[src/rtl/bus_arbiter.sv]
// Two-master arbiter for the external memory pin buffers, with a wait-state sequencer and byte-lane steering.
// Optional anti-starvation for master 1 is enabled by defining BUS_ARB_ANTISTARVE_EN.
//
// state  | meaning
// IDLE   | strobes low (turnaround), sample requests and pick a winner
// ACCESS | strobes driven, wait counter running down to zero
// ACK    | one-cycle ACK pulse to the owner, strobes low
module bus_arbiter #(
    parameter int unsigned WAIT_CYCLES  = 1,
    parameter int unsigned STARVE_LIMIT = 4
) (
    input  logic        clk_i,
    input  logic        rst_n_i,
    input  logic        m0_req_i,
    input  logic        m1_req_i,
    input  logic        m0_we_i,
    input  logic        m1_we_i,
    input  logic        m0_byte_i,
    input  logic        m1_byte_i,
    input  logic [15:0] m0_addr_i,
    input  logic [15:0] m1_addr_i,
    input  logic [15:0] m0_dout_i,
    input  logic [15:0] m1_dout_i,
    output logic        m0_ack_o,
    output logic        m1_ack_o,
    output logic [15:0] rdata_o,
    output logic        rd_buf_o,
    output logic        wr0_buf_o,
    output logic        wr1_buf_o,
    output logic [15:0] addr_buf_o,
    output logic [15:0] dout_buf_o,
    input  logic [15:0] din_buf_i,
    output logic        busy_o,
    output logic        owner_o
);

    typedef enum logic [1:0] {
        IDLE   = 2'd0,
        ACCESS = 2'd1,
        ACK    = 2'd2
    } state_e;

    localparam logic [3:0] WAIT_LD = 4'(WAIT_CYCLES);

    state_e      state_q, state_d;
    logic [3:0]  wait_q, wait_d;
    logic [15:0] addr_q, addr_d;
    logic [15:0] dout_q, dout_d;
    logic [15:0] rdata_q, rdata_d;
    logic        rd_q, rd_d;
    logic        wr0_q, wr0_d;
    logic        wr1_q, wr1_d;
    logic        ack0_q, ack0_d;
    logic        ack1_q, ack1_d;
    logic        busy_q, busy_d;
    logic        owner_q, owner_d;

    logic        override;
    logic        any_req;
    logic        win_m1;
    logic        sel_we;
    logic        sel_byte;
    logic [15:0] sel_addr;
    logic [15:0] sel_dout;

    assign any_req  = m0_req_i | m1_req_i;
    assign win_m1   = ~m0_req_i | override;
    assign sel_we   = win_m1 ? m1_we_i   : m0_we_i;
    assign sel_byte = win_m1 ? m1_byte_i : m0_byte_i;
    assign sel_addr = win_m1 ? m1_addr_i : m0_addr_i;
    assign sel_dout = win_m1 ? m1_dout_i : m0_dout_i;

`ifdef BUS_ARB_ANTISTARVE_EN
    localparam logic [3:0] STARVE_LIM = 4'(STARVE_LIMIT);

    logic [3:0] starve_q, starve_d;
    logic       override_q, override_d;

    // Counter only advances on M0 grants that leave M1 waiting; the override
    // forces the next grant to M1, so it never runs past the limit.
    always_comb begin
        starve_d   = starve_q;
        override_d = override_q;
        if (state_q == IDLE) begin
            if (!m1_req_i || win_m1) begin
                starve_d   = 4'd0;
                override_d = 1'b0;
            end else begin
                starve_d = starve_q + 4'd1;
                if (starve_d >= STARVE_LIM) begin
                    override_d = 1'b1;
                end
            end
        end
    end

    always_ff @(posedge clk_i or negedge rst_n_i) begin
        if (!rst_n_i) begin
            starve_q   <= 4'd0;
            override_q <= 1'b0;
        end else begin
            starve_q   <= starve_d;
            override_q <= override_d;
        end
    end

    assign override = override_q;
`else
    logic unused_starve_limit;
    assign unused_starve_limit = (STARVE_LIMIT != 0);
    assign override = 1'b0;
`endif

    always_comb begin
        state_d = state_q;
        wait_d  = wait_q;
        addr_d  = addr_q;
        dout_d  = dout_q;
        rdata_d = rdata_q;
        rd_d    = rd_q;
        wr0_d   = wr0_q;
        wr1_d   = wr1_q;
        ack0_d  = 1'b0;
        ack1_d  = 1'b0;
        busy_d  = busy_q;
        owner_d = owner_q;
        case (state_q)
            IDLE: begin
                if (any_req) begin
                    owner_d = win_m1;
                    addr_d  = sel_addr;
                    // Odd-lane byte writes move the byte to the upper data pins.
                    dout_d  = (sel_byte && sel_addr[0]) ? {sel_dout[7:0], 8'h00} : sel_dout;
                    rd_d    = ~sel_we;
                    wr0_d   = sel_we & (~sel_byte | ~sel_addr[0]);
                    wr1_d   = sel_we & (~sel_byte | sel_addr[0]);
                    wait_d  = WAIT_LD;
                    busy_d  = 1'b1;
                    state_d = ACCESS;
                end
            end
            ACCESS: begin
                if (wait_q == 4'd0) begin
                    if (rd_q) begin
                        rdata_d = din_buf_i;
                    end
                    rd_d    = 1'b0;
                    wr0_d   = 1'b0;
                    wr1_d   = 1'b0;
                    ack0_d  = ~owner_q;
                    ack1_d  = owner_q;
                    state_d = ACK;
                end else begin
                    wait_d = wait_q - 4'd1;
                end
            end
            ACK: begin
                busy_d  = 1'b0;
                state_d = IDLE;
            end
            default: begin
                rd_d    = 1'b0;
                wr0_d   = 1'b0;
                wr1_d   = 1'b0;
                busy_d  = 1'b0;
                state_d = IDLE;
            end
        endcase
    end

    always_ff @(posedge clk_i or negedge rst_n_i) begin
        if (!rst_n_i) begin
            state_q <= IDLE;
            wait_q  <= 4'd0;
            addr_q  <= 16'h0000;
            dout_q  <= 16'h0000;
            rdata_q <= 16'h0000;
            rd_q    <= 1'b0;
            wr0_q   <= 1'b0;
            wr1_q   <= 1'b0;
            ack0_q  <= 1'b0;
            ack1_q  <= 1'b0;
            busy_q  <= 1'b0;
            owner_q <= 1'b0;
        end else begin
            state_q <= state_d;
            wait_q  <= wait_d;
            addr_q  <= addr_d;
            dout_q  <= dout_d;
            rdata_q <= rdata_d;
            rd_q    <= rd_d;
            wr0_q   <= wr0_d;
            wr1_q   <= wr1_d;
            ack0_q  <= ack0_d;
            ack1_q  <= ack1_d;
            busy_q  <= busy_d;
            owner_q <= owner_d;
        end
    end

    assign m0_ack_o   = ack0_q;
    assign m1_ack_o   = ack1_q;
    assign rdata_o    = rdata_q;
    assign rd_buf_o   = rd_q;
    assign wr0_buf_o  = wr0_q;
    assign wr1_buf_o  = wr1_q;
    assign addr_buf_o = addr_q;
    assign dout_buf_o = dout_q;
    assign busy_o     = busy_q;
    assign owner_o    = owner_q;

endmodule

[config.mk]
export PLATFORM = sky130hd
export DESIGN_NAME = bus_arbiter
export DESIGN_NICKNAME = d
export VERILOG_FILES = /design/src/rtl/bus_arbiter.sv
export SDC_FILE = /design/constraint.sdc
export NUM_CORES = 1
export LEC_CHECK = 0
export CAP_MARGIN = 25
export CORE_MARGIN = 2
export CORE_UTILIZATION = 43
export DETAILED_ROUTE_END_ITERATION = 12
export PLACE_DENSITY = 0.93
export SLEW_MARGIN = 20
export SYNTH_ARGS = -nofsm -noshare
export SYNTH_HDL_FRONTEND = slang
export SYNTH_SLANG_ARGS = --single-unit
[constraint.sdc]
create_clock -name clk_i -period 3.8 [get_ports clk_i]
set_input_delay 1.14 -clock clk_i [delete_from_list [all_inputs] [get_ports clk_i]]
set_output_delay 1.14 -clock clk_i [all_outputs]
set_load 0.02 [all_outputs]
**Yosys cells after proc, flatten, opt, wreduce, memory -nomap -nowiden**

Index checks and enable logic that the tools add are counted.

- Add/subtract/negate cells: 1
- Eq/ne operators: 5
- Muxes and demuxes: 24
- Bitwise logic cells: 12
- Reductions and logical operators: 10

Operators by type and width:

| cell | number |
|---|---|
| $mux W16 | 3 |
| $mux W1 | 11 |
| $pmux W1 S3 | 3 |
| $reduce_and A3 Y1 | 3 |
| $mux W4 | 2 |
| $pmux W4 S2 | 1 |
| $not A1 Y1 | 7 |
| $ne A2 B2 Y1 const B | 3 |
| $reduce_and A2 Y1 | 3 |
| $logic_not A4 Y1 | 1 |
| $mux W2 | 2 |
| $pmux W2 S2 | 1 |
| $sub A4 B1 Y4 const B | 1 |
| $or A1 B1 Y1 | 3 |
| $and A1 B1 Y1 | 2 |
| $eq A2 B1 Y1 const B | 1 |
| $eq A2 B2 Y1 const B | 1 |
| $logic_not A2 Y1 | 1 |
| $pmux W1 S2 | 1 |
| $reduce_bool A2 Y1 | 1 |
| $logic_and A1 B1 Y1 | 1 |

- Flip-flop bits (word level): 61
- Bits of input ports: 88
- Output and inout port bits: 55

**Logic depth before layout (Yosys ltp)**

- Depth after elaboration: 6
- Mapped depth: 7

**Worst setup path after synthesis**

OpenSTA, ideal clock, no wires.

- Path type: input-to-reg
- From: input port m0_req_i
- To: register dout_q[13], in the netlist dout_buf_o[13]
- Library setup time: 0.126 ns
- Arrival: 2.194 ns
- Slack: 1.480 ns
- Cell stages on the path: 5
- Cells stage by stage: buf_2 -> buf_2 -> mux2i_1 -> nor2_1 -> a221o_1

- Cells in the longest elaborated chain, start to end: 3
- Elaborated cells on any way between the ends: 7

RTL lines:

| item | RTL line | source |
|---|---|---|
| from (decl) | 14 | `input logic m0_req_i,` |
| $mux W1 or $mux W16 (tied branches) | 69, 70 |  |
| $logic_and A1 B1 Y1 | 133 | `dout_d = (sel_byte && sel_addr[0]) ? {sel_dout[7:0], 8'h00} : sel_dout;` |
| $mux W16 | 133 |  |
| to (signal assigned) | 189 | `dout_q <= dout_d;` |
| to (decl) | 48 | `logic [15:0] dout_q, dout_d;` |

Several ways; a longest one is shown, not always the timed one.
A chain may end at the register's enable or synchronous reset.

**Worst setup path in the final report**

- From: input port m1_req_i
- To: register addr_q[10], in the netlist addr_buf_o[10]

- Cells in the longest elaborated chain, start to end: 2

RTL lines:

| item | RTL line | source |
|---|---|---|
| from (decl) | 15 | `input logic m1_req_i,` |
| $or A1 B1 Y1 | 66 | `assign any_req = m0_req_i \| m1_req_i;` |
| $reduce_and A2 Y1 (no line) | - |  |
| to (signal assigned) | 188 | `addr_q <= addr_d;` |
| to (decl) | 47 | `logic [15:0] addr_q, addr_d;` |

Every way passes these cells.

==> flow_metrics.py <==
metrics = {
    "grt": {
        "grt_pass1_vias": 2394,
        "grt_overflow": 0,
        "antenna_found_initial": 0,
        "grt_max_degree": 37,
        "grt_usage_pct": 20.1,
        "grt_pass1_wl_mm": 11.3,
    },
    "timing": {
        "hold_viol_final": 0,
        "setup-tns-final_ns": 0,
        "drv_slew": 0,
        "fin_crit_ns": 2.68,
        "fin_worst_skew_ns": 0.00715,
        "finalCritPeriodShare_pct": 70.6,
        "fin_ws_ns": 1.12,
        "rsz0062_at_grt": "no",
        "fmax_mhz": 373,
        "tightest_slew_ns": 0.849,
        "finalSetupViolCount": 0,
        "slew_headroom_pct": 43.2,
    },
    "route": {
        "first_pass_iters": 5,
        "drt-initial-drc-count": 76,
        "route.vias.total": 2284,
        "remaining_drc_errors": 0,
        "routed_wl_mm": 6.98,
        "viasPerCell": 5.04,
        "wl_per_cell_microns": 15.4,
        "antenna_left": 0,
    },
    "critical_path": {
        "worstPathRequired_ns": 3.98,
        "reg2regPathDepth": 6,
        "crit_path_start_kind": "input port",
        "reg2reg_from": "wait_q[0]",
        "r2r_end": "rdata_o[14]",
        "endpoint_kind": "flip-flop",
        "critPathKind": "in2reg",
        "startpoint": "m1_req_i",
        "rrSetupSlack_ns": 1.95,
        "critPathMaxFanout": 36,
        "crit_arrival_ns": 2.86,
    },
    "synthesis": {
        "synth_top_area_cell": "dfrtp_1",
        "ys_types": 29,
        "synth_edf_count": 0,
        "syn_nets": 320,
        "synth_top_area_share_pct": 54.7,
        "avgSynthCellArea_sq_um": 12.1,
        "yosys_most_used_dff": "dfrtp_1",
        "synth.area.top_cells": "dfrtp_1 (55%), mux2i_1 (13%), mux2_4 (5.4%), mux2_2 (4.0%), o21ai_0 (3.2%)",
        "seq_area_frac_synth_pct": 54.7,
        "async_flop_share_pct": 100,
        "syn_inst": 231,
        "synthesis.area_sq_mm": 0.00279,
        "yosys_register_bits": 61,
        "ys_warn_count": 0,
    },
    "layout": {
        "antenna_cells": 0,
        "fillers": 477,
        "drive_gt1_share_pct": 11.7,
        "finish.net_count": 462,
        "utilization_pct": 70.4,
        "syn_to_final_growth_pct": 59.2,
    },
    "place": {
        "post-place-ws_ns": 0.779,
        "routabilityCongestion": 0.730,
        "dp_hpwl_mm": 5.38,
        "port_buffers": 142,
    },
    "pwr": {
        "p_per_area_mw_per_mm2": 761,
        "p_leak_nw": 1.99,
        "ir_drop_mv": 0.469,
    },
    "clock_tree": {
        "clkSinkCount": 61,
        "root_buffer": "clkbuf_8",
        "cts_setup_buffers": 0,
        "clockBufferDepth": 2,
        "cts_tree": "done",
        "cts-resized-gates": 0,
        "h-tree-depth": 3,
        "cts-buffers-inserted": 9,
        "postCtsHoldBufs": 0,
        "clk_pin_slew_ns": 0.06,
        "worstSkewPairLatency_ns": 0.32,
    },
    "worst_hold_path": {
        "hold_class": "reg2reg",
        "worstHoldEndpoint": "addr_buf_o[0]",
        "hold_depth": 2,
        "hp-start": "addr_buf_o[0]",
    },
    "floorplanning": {
        "core_sq_mm": 0.00631,
        "fp-row-count": 29,
        "initial_core_util_pct": 44.2,
        "pin_count": 143,
        "die_w_microns": 84.6,
        "die-area_sq_mm": 0.00716,
        "dieHeight_microns": 84.6,
    },
    "outcome": {
        "status": "complete, no violations",
    },
    "run": {
        "max_cap_violations": 0,
    },
}
-- worst max path at each step --
| stage | endpoint | slack [ns] |
|---|---|---|
| 2_1_floorplan | dout_buf_o[13] | 1.48 |
| 3_3_place_gp | addr_buf_o[5] | 0.84 |
| 3_5_place_dp | addr_buf_o[10] | 0.78 |
| 4_1_cts | addr_buf_o[10] | 1.12 |
| 5_1_grt | addr_buf_o[8] | 0.95 |
| 6_report | addr_buf_o[10] | 1.12 |
-- critical path, cell delays in order --
cell             delay [ns]
clkdlybuf4s50_1        0.47
o21ai_4                0.69
buf_4                  0.41
o21ai_0                0.15
-- layout make-up --
| type | instances | area, sq um | share of cell area (%) |
|---|---|---|---|
| clock inverter | 4 | 50.0 | 1.13 |
| timing repair buffer | 145 | 1430 | 32.3 |
| clock buffer | 10 | 138 | 3.10 |
| sequential | 61 | 1530 | 34.3 |
| multi-input combinational | 151 | 1180 | 26.6 |
| tap | 77 | 96.3 | 2.17 |
| inverter | 5 | 18.8 | 0.422 |
-- metrics by stage --
step           hold WS (ns)  power (mW)  std cells  cell area (sq um)
2_1_floorplan         0.449        2.07        231               2790
3_3_place_gp          0.461        2.81        439               4260
3_5_place_dp          0.475        2.87        439               4260
4_1_cts               0.490        3.42        453               4450
5_1_grt               0.516        3.59        453               4450
6_report              0.483        3.38        453               4450
-- cells in the mapped netlist (all sizes together) (2+ instances only) --
cell	n
nor3	10
inv	5
a22o	9
buf	10
o21ai	19
clkbuf	4
a21oi	2
a221o	8
nand2b	3
nor2	16
mux2i	35
dfrtp	61
nand2	21
mux2	20
-- cells by family after synthesis --
kind of cell	count (synthesis)	share of synthesized area, %
flip-flops	61	54.7
buffers and inverters	19	3.40
multiplexers	55	22.0
AND/OR/NAND/NOR	54	9.14
AO/OA/AOI/OAI	41	10.4
adder cells (fa/ha/maj)	1	0.448
-- where the power goes --
part           internal (mW)  leakage [nW]  switching [mW]
Clock                  0.312        0.0902           0.230
Sequential             0.956         0.748           0.178
Combinational          0.885          1.15           0.823
Total                   2.15          1.99            1.23
-- routing by layer --
| layer | vias up | share of wire, % | routed length (microns) | track usage (%) |
|---|---|---|---|---|
| li1 | 1110 | - | - | - |
| met1 | 1072 | 38 | 2670 | 23.3 |
| met2 | 90 | 53 | 3690 | 35.2 |
| met3 | 12 | 7.5 | 522 | 5.21 |
| met4 | 0 | 1.4 | 99 | 8.51 |
| met5 | - | 0 | 0 | 0 |
-- cells in the final DEF (no fill, tap or decap), types with 2 or more instances in the layout --
master / instances
clkdlybuf4s50_1: 140
a221o_1: 8
mux2i_1: 35
inv_1: 5
mux2_4: 10
nor2_1: 15
mux2_2: 10
a21oi_1: 2
a22o_1: 9
clkinvlp_4: 2
nand2_1: 20
dfrtp_1: 61
clkbuf_8: 10
o21ai_0: 18
nand2b_1: 2
buf_2: 2
buf_4: 3
nor3_1: 10
-- state kept, by name (all words and copies together), names as in the netlist --
signal and flops:
addr_buf_o 16, dout_buf_o 16, rdata_o 16, wait_q 4
state_q 2, busy_o 1, m0_ack_o 1, m1_ack_o 1
owner_o 1, rd_buf_o 1, wr0_buf_o 1, wr1_buf_o 1
No activity file was read; power rests on OpenSTA's default activity.
